`src/rtl/sm_seq_multiplier.sv`:
```
// Sequential sign-magnitude multiplier, shift-add datapath, one magnitude bit per clock.
// Latency: done_o pulses in the cycle after edge E0+(WIDTH-1), where E0 samples start_i.
// No backpressure: start_i is only sampled in IDLE; requests in RUN/DONE are dropped.
module sm_seq_multiplier #(
  parameter int WIDTH = 5
) (
  input  logic               clk_i,
  input  logic               rst_ni,
  input  logic               start_i,
  input  logic [WIDTH-1:0]   number1_i,
  input  logic [WIDTH-1:0]   number2_i,
  output logic               busy_o,
  output logic               done_o,
  output logic [2*WIDTH-2:0] mult_o
);

  localparam int MW = WIDTH - 1;        // magnitude width
  localparam int AW = 2 * WIDTH - 2;    // accumulator width
  localparam int CW = $clog2(WIDTH);    // counter width, holds 0..WIDTH-1
  localparam logic [CW-1:0] CNT_LAST = CW'(WIDTH - 2);
  localparam logic [CW-1:0] CNT_ONE  = CW'(1);

  typedef enum logic [1:0] {IDLE, RUN, DONE} state_e;

  state_e        state_q, state_d;
  logic [AW-1:0] mcand_q, mcand_d;     // multiplicand, pre-shifted by the counter
  logic [MW-1:0] mplier_q, mplier_d;   // multiplier, LSB is the bit under test
  logic          sign_q, sign_d;
  logic [AW-1:0] acc_q, acc_d;
  logic [CW-1:0] cnt_q, cnt_d;
  logic [AW:0]   mult_q, mult_d;

  logic          last_bit;
  logic [AW-1:0] acc_sum;

  assign last_bit = (cnt_q == CNT_LAST);
  assign acc_sum  = acc_q + (mplier_q[0] ? mcand_q : '0);

  // State register
  always_ff @(posedge clk_i or negedge rst_ni) begin
    if (!rst_ni) state_q <= IDLE;
    else         state_q <= state_d;
  end

  // Next-state logic: DONE always falls back to IDLE so a held start_i costs one idle cycle
  always_comb begin
    state_d = state_q;
    case (state_q)
      IDLE:    if (start_i) state_d = RUN;
      RUN:     if (last_bit) state_d = DONE;
      DONE:    state_d = IDLE;
      default: state_d = IDLE;
    endcase
  end

  // Outputs are decodes of registered state/result only
  always_comb begin
    busy_o = (state_q != IDLE);
    done_o = (state_q == DONE);
    mult_o = mult_q;
  end

  // Datapath next-state: capture in IDLE, shift-add in RUN, publish result on the last RUN edge
  always_comb begin
    mcand_d  = mcand_q;
    mplier_d = mplier_q;
    sign_d   = sign_q;
    acc_d    = acc_q;
    cnt_d    = cnt_q;
    mult_d   = mult_q;
    case (state_q)
      IDLE: begin
        if (start_i) begin
          mcand_d  = {{MW{1'b0}}, number1_i[MW-1:0]};
          mplier_d = number2_i[MW-1:0];
          sign_d   = number1_i[WIDTH-1] ^ number2_i[WIDTH-1];
          acc_d    = '0;
          cnt_d    = '0;
        end
      end
      RUN: begin
        acc_d    = acc_sum;
        mcand_d  = mcand_q << 1;
        mplier_d = mplier_q >> 1;
        cnt_d    = cnt_q + CNT_ONE;
        // A zero magnitude always reports a positive sign
        if (last_bit) mult_d = {sign_q & (|acc_sum), acc_sum};
      end
      default: ;
    endcase
  end

  // Datapath registers; reset clears the held result so an aborted run leaves zero
  always_ff @(posedge clk_i or negedge rst_ni) begin
    if (!rst_ni) begin
      mcand_q  <= '0;
      mplier_q <= '0;
      sign_q   <= 1'b0;
      acc_q    <= '0;
      cnt_q    <= '0;
      mult_q   <= '0;
    end else begin
      mcand_q  <= mcand_d;
      mplier_q <= mplier_d;
      sign_q   <= sign_d;
      acc_q    <= acc_d;
      cnt_q    <= cnt_d;
      mult_q   <= mult_d;
    end
  end

endmodule
```
`config.mk`:
```
export PLATFORM = sky130hd
export DESIGN_NAME = sm_seq_multiplier
export DESIGN_NICKNAME = d
export VERILOG_FILES = /design/src/rtl/sm_seq_multiplier.sv
export SDC_FILE = /design/constraint.sdc
export NUM_CORES = 1
export LEC_CHECK = 0
export BUFFER_PORTS_ARGS = -buffer_cell sky130_fd_sc_hd__buf_4
export CELL_PAD_IN_SITES_DETAIL_PLACEMENT = 1
export CELL_PAD_IN_SITES_GLOBAL_PLACEMENT = 1
export CORE_MARGIN = 1
export CORE_UTILIZATION = 30
export DETAILED_ROUTE_END_ITERATION = 6
export GPL_TIMING_DRIVEN = 0
export HOLD_SLACK_MARGIN = 0.02
export PLACE_DENSITY = 0.54
export SETUP_SLACK_MARGIN = 0.02
export SLEW_MARGIN = 20
export SYNTH_ARGS = -nofsm -noshare
export SYNTH_HDL_FRONTEND = slang
export SYNTH_SLANG_ARGS = --single-unit
```
`constraint.sdc`:
```
create_clock -name clk_i -period 3.18 [get_ports clk_i]
set_input_delay 0.159 -clock clk_i [delete_from_list [all_inputs] [get_ports clk_i]]
set_output_delay 0.159 -clock clk_i [all_outputs]
set_load 0.03 [all_outputs]
```
# [Word-level counts from Yosys, hierarchy flattened]
# Cells that the tools add are included.
# Widths: inputs -> output; s select.
[op_classes] n_reduce_logical=8 eq_ne=5 addsub=2 n_bitwise=2 mux=12
[op_table] operator="$pmux 8 s2" n=2
[op_table] operator="$mux 8" n=3
[op_table] operator="$add 8x8->8" n=1
[op_table] operator="$pmux 4 s2" n=1
[op_table] operator="$reduce_and 2->1" n=4
[op_table] operator="$reduce_or 8->1" n=1
[op_table] operator="$pmux 3 s2" n=1
[op_table] operator="$mux 2" n=2
[op_table] operator="$mux 4" n=1
[op_table] operator="$ne 2x2->1 const B" n=2
[op_table] operator="$pmux 2 s2" n=1
[op_table] operator="$reduce_bool 2->1" n=2
[op_table] operator="$add 3x1->3 const B" n=1
[op_table] operator="$eq 3x2->1 const B" n=1
[op_table] operator="$mux 3" n=1
[op_table] operator="$eq 2x1->1 const B" n=1
[op_table] operator="$eq 2x2->1 const B" n=1
[op_table] operator="$logic_not 2->1" n=1
[op_table] operator="$and 1x1->1" n=1
[op_table] operator="$xor 1x1->1" n=1
[word_totals] output_inout_bits=11 word_cells=36 ff_bits=35

# [Depth between registers and ports, before layout]
[logic_depth] word_depth=4 depth_mapped=8

# [Least setup slack after synthesis]
# No wires, ideal clock.
[synth_path] path_kind="reg-to-reg" from="reg mplier_q[0]" to="reg mult_q[8], in the netlist mult_o[8]" t_arrival_ns=1.979 stages_incl_launch_ff=9 period_less_slack_ns=2.124 path_slack_ns=1.056 cell_sequence="dfrtp_1 > and2_1 > ha_1 > fa_1 > a21o_1 > a21oi_2 > xnor2_1 > a2111oi_2 > a41oi_1"
[synth_via] elab_chain_len=4
[synth_lines] element="start, declared" line_no="27" source="logic [MW-1:0] mplier_q, mplier_d;"
[synth_lines] element="start signal, assigned" line_no="104" source="mplier_q <= mplier_d;"
[synth_lines] element="$mux 8" line_no="37" source="assign acc_sum = acc_q + (mplier_q[0] ? mcand_q : '0);"
[synth_lines] element="$add 8x8->8" line_no="37"
[synth_lines] element="$reduce_or 8->1" line_no="87" source="if (last_bit) mult_d = {sign_q & (|acc_sum), acc_sum};"
[synth_lines] element="$and 1x1->1" line_no="87"
[synth_lines] element="end signal, assigned" line_no="108" source="mult_q <= mult_d;"
[synth_lines] element="end, declared" line_no="31" source="logic [AW:0] mult_q, mult_d;"
# Every way passes these cells.
# A chain may end at the register's enable or synchronous reset.

# [Worst setup path in the final report]
# Ends and elaborated chain as after synthesis.

==> summary.txt <==
Synthesis
  • Most numerous cell in the Yosys netlist: dfrtp_1
  • Post-Synth Adder-Cell Area: 0.0749
  • Complex-gate fraction of the synthesized area: 0.191
  • Async SR Flop Fraction: 1.00
  • #FFs+latches synth: 35
  • Post-synthesis sequential area ratio: 0.494
  • Yosys top cell area share: 0.494
  • Most area-hungry cell type in the Yosys netlist: dfrtp_1
  • Top cells by area, synth: dfrtp_1 (49%), ha_1 (6.4%), nand2_1 (5.1%)
  • Average size of a mapped cell: 10.5 sq um
  • Synth unique cells: 36
  • Synthesized cell area: 0.00177 sq mm
  • Ys flop type: dfrtp_1
  • Post-Synth XOR/XNOR Area: 0.0395
  • Syn Nets: 191
  • Synth top cells by count: dfrtp_1 (35), nand2_1 (24), a21oi_1 (13)
  • Simple-gate share of the synthesized area: 0.140
  • Number of synthesized flops with an enable pin: 0
  • Largest family of logic cells by synthesized area: compound AO/OA/AOI/OAI gates
  • Ys Warns: 0
  • Syn Inst Count: 168
  • Mux contribution to synthesized area: 0.0311

Floorplan
  • Io pins: 24
  • CORE AREA: between 0.005 and 0.006 sq mm
  • Die area: 0.00622 sq mm
  • Starting Density: 0.316
  • Die width: between 70 and 80 microns
  • FP Rows: 27
  • Die height: 78.9 microns

Hold path
  • Worst Hold Class: primary input to flop
  • WHS Endpoint: mcand_q[0]
  • WHS Path Cells: 2
  • HP Start: number1_i[0]

Timing
  • RSZ-0062 raised after global routing: no
  • Max-slew violation count: 0
  • Max Fclk: 0.410 GHz
  • Final worst slack: 743 ps
  • Rel. slew slack: 0.650
  • Least-Margin Pin Slew: 526 ps
  • Period utilisation layout: 0.766
  • Final setup viols: 0
  • Fin crit period: around 2400 ps
  • Final Hold Vio Count: 0
  • Clk_skew: 2.75 ps
  • Final TNS setup: 0 ps

Global route
  • First-pass GRT wire length: 7180 microns
  • Initial antenna violation count: 0
  • GRT Resource Usage Total: 0.153
  • Pin count of the biggest net entering global routing: 36
  • Number of global-route vias before repair: roughly 1,400
  • Grt ovf: 0

Critical path
  • CP Class: flop to flop
  • Req. time, crit path: 3320 ps
  • Critical Path Slowest Stage Cell: dfrtp_1
  • Worst reg2reg startpoint: mplier_q[0]
  • R2R setup slack: 740 ps
  • CP Data Arrival Time: 2580 ps
  • Worst R2R End: mult_o[8]
  • Levels on crit path: 7
  • Crit Path Max Fanout: 9
  • Worst path buffer plus inverter count: 0
  • CP top delay family: adder cells
  • Worst Setup End Kind: flop
  • Slowest stage delay, CP: 470 ps
  • Crit start category: flop
  • FF-to-FF path depth: 7
  • Critical-path cell list: and2_1 -> ha_1 -> fa_1 -> xnor2_1 -> nand2_1 -> a2111oi_2 -> a41oi_1

Run status
  • Status: finished, final reports clean

Place
  • Pre-CTS setup slack: 694 ps
  • DP HPWL: 3130 microns
  • Port buffer count: 23
  • DP Area: 0.00203 sq mm
  • DP Cell Count: about 260
  • RePlAce Congestion: 0.713

Pwr
  • Sw Ratio: 0.412
  • Combinational fraction of design power: 0.462
  • Clock network fraction of design power: 0.158
  • Lkg Pwr: 1.02 nW
  • Power density over cell area: 901 mW/mm^2
  • Total chip power: about 1.9 mW
  • Seq pwr share: 0.380
  • Peak supply drop: 0.304 mV
  • Internal power: 1.13 mW
  • P_sw: 789 uW

Route
  • # DRC: 0
  • Drt pass-1 iters: 4
  • Vias: between 1,000 and 1,500
  • Vias per Instance: 4.90
  • Starting DRC count in detailed routing: 34
  • ANT nets after route: 0
  • Wire per inst: 15.3 microns
  • WL final: 4180 microns

Final layout
  • Ant diodes: 0
  • Area growth syn-to-layout: 20.0%
  • Post-route insts no fill: 272
  • Final net count: 222
  • Fraction of layout cells with a size suffix above 1: 0.205
  • Post-layout instance area: 0.00213 sq mm

Clocking
  • Total CTS buffers: 5
  • Post-CTS setup buffer count: 0
  • CTS root buf: clkbuf_8
  • Clock Latency Late Sink: 280 ps
  • Post_cts resized: 0
  • Clk sinks: 35
  • H-tree depth: 2
  • Clk buf depth: 2
  • CTS tree: yes
  • Clock-pin slew on the worst setup and hold paths: 70 ps

Job
  • Max cap viols: 0
-- layer usage --
metal	vias up	wire length, microns	GRT usage
met1	649	1940	0.192
met3	6	123	0.0345
met5	-	0	0
met4	0	60	0.0436
met2	21	2050	0.261
li1	658	-	-
-- flip-flops by register name, indices dropped and copies added (netlist names) --
register  count
acc_q         8
mult_o        9
cnt_q         3
state_q       2
mcand_q       8
sign_q        1
mplier_q      4
-- timing repair --
action / CTS / global route
endpoints found under the hold margin: 35 / 0
endpoints found under the setup margin: 0 / 0
hold buffers: 1 / 0
-- worst register-to-register path: stages (launching register included) --
cell and delay, ps:
dfrtp_1 470, and2_1 190, ha_1 210, fa_1 430, xnor2_1 340, nand2_1 160, a2111oi_2 350, a41oi_1 150
-- worst max-delay path by stage --
stage | startpoint | end | slack, ps
final | mplier_q[0] | mult_o[8] | 740
after global routing | mplier_q[0] | mult_o[8] | 500
after CTS | mplier_q[0] | mult_o[8] | 680
after detailed placement | mplier_q[0] | mult_o[8] | 690
after global placement | mplier_q[0] | mult_o[8] | 730
after floorplan | mplier_q[0] | mult_o[8] | 1060
-- power by group through the flow --
stage	combinational, mW	clock (mW)	sequential, mW
2_1_floorplan	0.554	0	0.785
3_3_place_gp	0.879	0	0.727
6_report	0.884	0.303	0.728
5_1_grt	0.995	0.336	0.754
4_1_cts	0.914	0.318	0.729
3_5_place_dp	0.905	0	0.738
-- cells by family after synthesis --
kind of cell             after synthesis
XOR/XNOR                               8
buffers and inverters                 10
AO/OA/AOI/OAI                         52
flip-flops                            35
multiplexers                           5
adder cells (fa/ha/maj)               10
AND/OR/NAND/NOR                       48
-- layout make-up --
cell class	instances	area [sq um]
Sequential cell	35	876
Multi-Input combinational cell	123	843
Clock buffer	7	76.3
Buffer	7	41.3
Fill cell	664	3480
Timing Repair Buffer	24	183
Inverter	3	11.3
Tap cell	72	90.1
Clock inverter	1	5.00
-- cell usage in the layout, fill, tap and decap left out, drive strengths merged --
master	n
nand2b	1
o21bai	2
a41oi	1
o221ai	1
or2	1
mux2i	1
nor3b	6
nand2	25
a22o	10
dfrtp	35
dlygate4sd3	1
nor2b	2
fa	1
a31o	1
o21ai	18
a2111oi	1
a21oi	14
xnor2	6
a21o	3
a211oi	1
nand4	1
clkbuf	11
and2	7
xor2	2
nor2	5
mux2	4
buf	26
clkinv	2
ha	9
inv	2
-- per-stage QoR --
stage                     utilization  hold WS (ps)
final                           0.379          93.8
after global routing            0.379          98.3
after detailed placement        0.363           150
after CTS                       0.379          84.1
after floorplan                     -          -137
after global placement          0.363           145
Note: power is estimated with default switching activity, not from simulation.
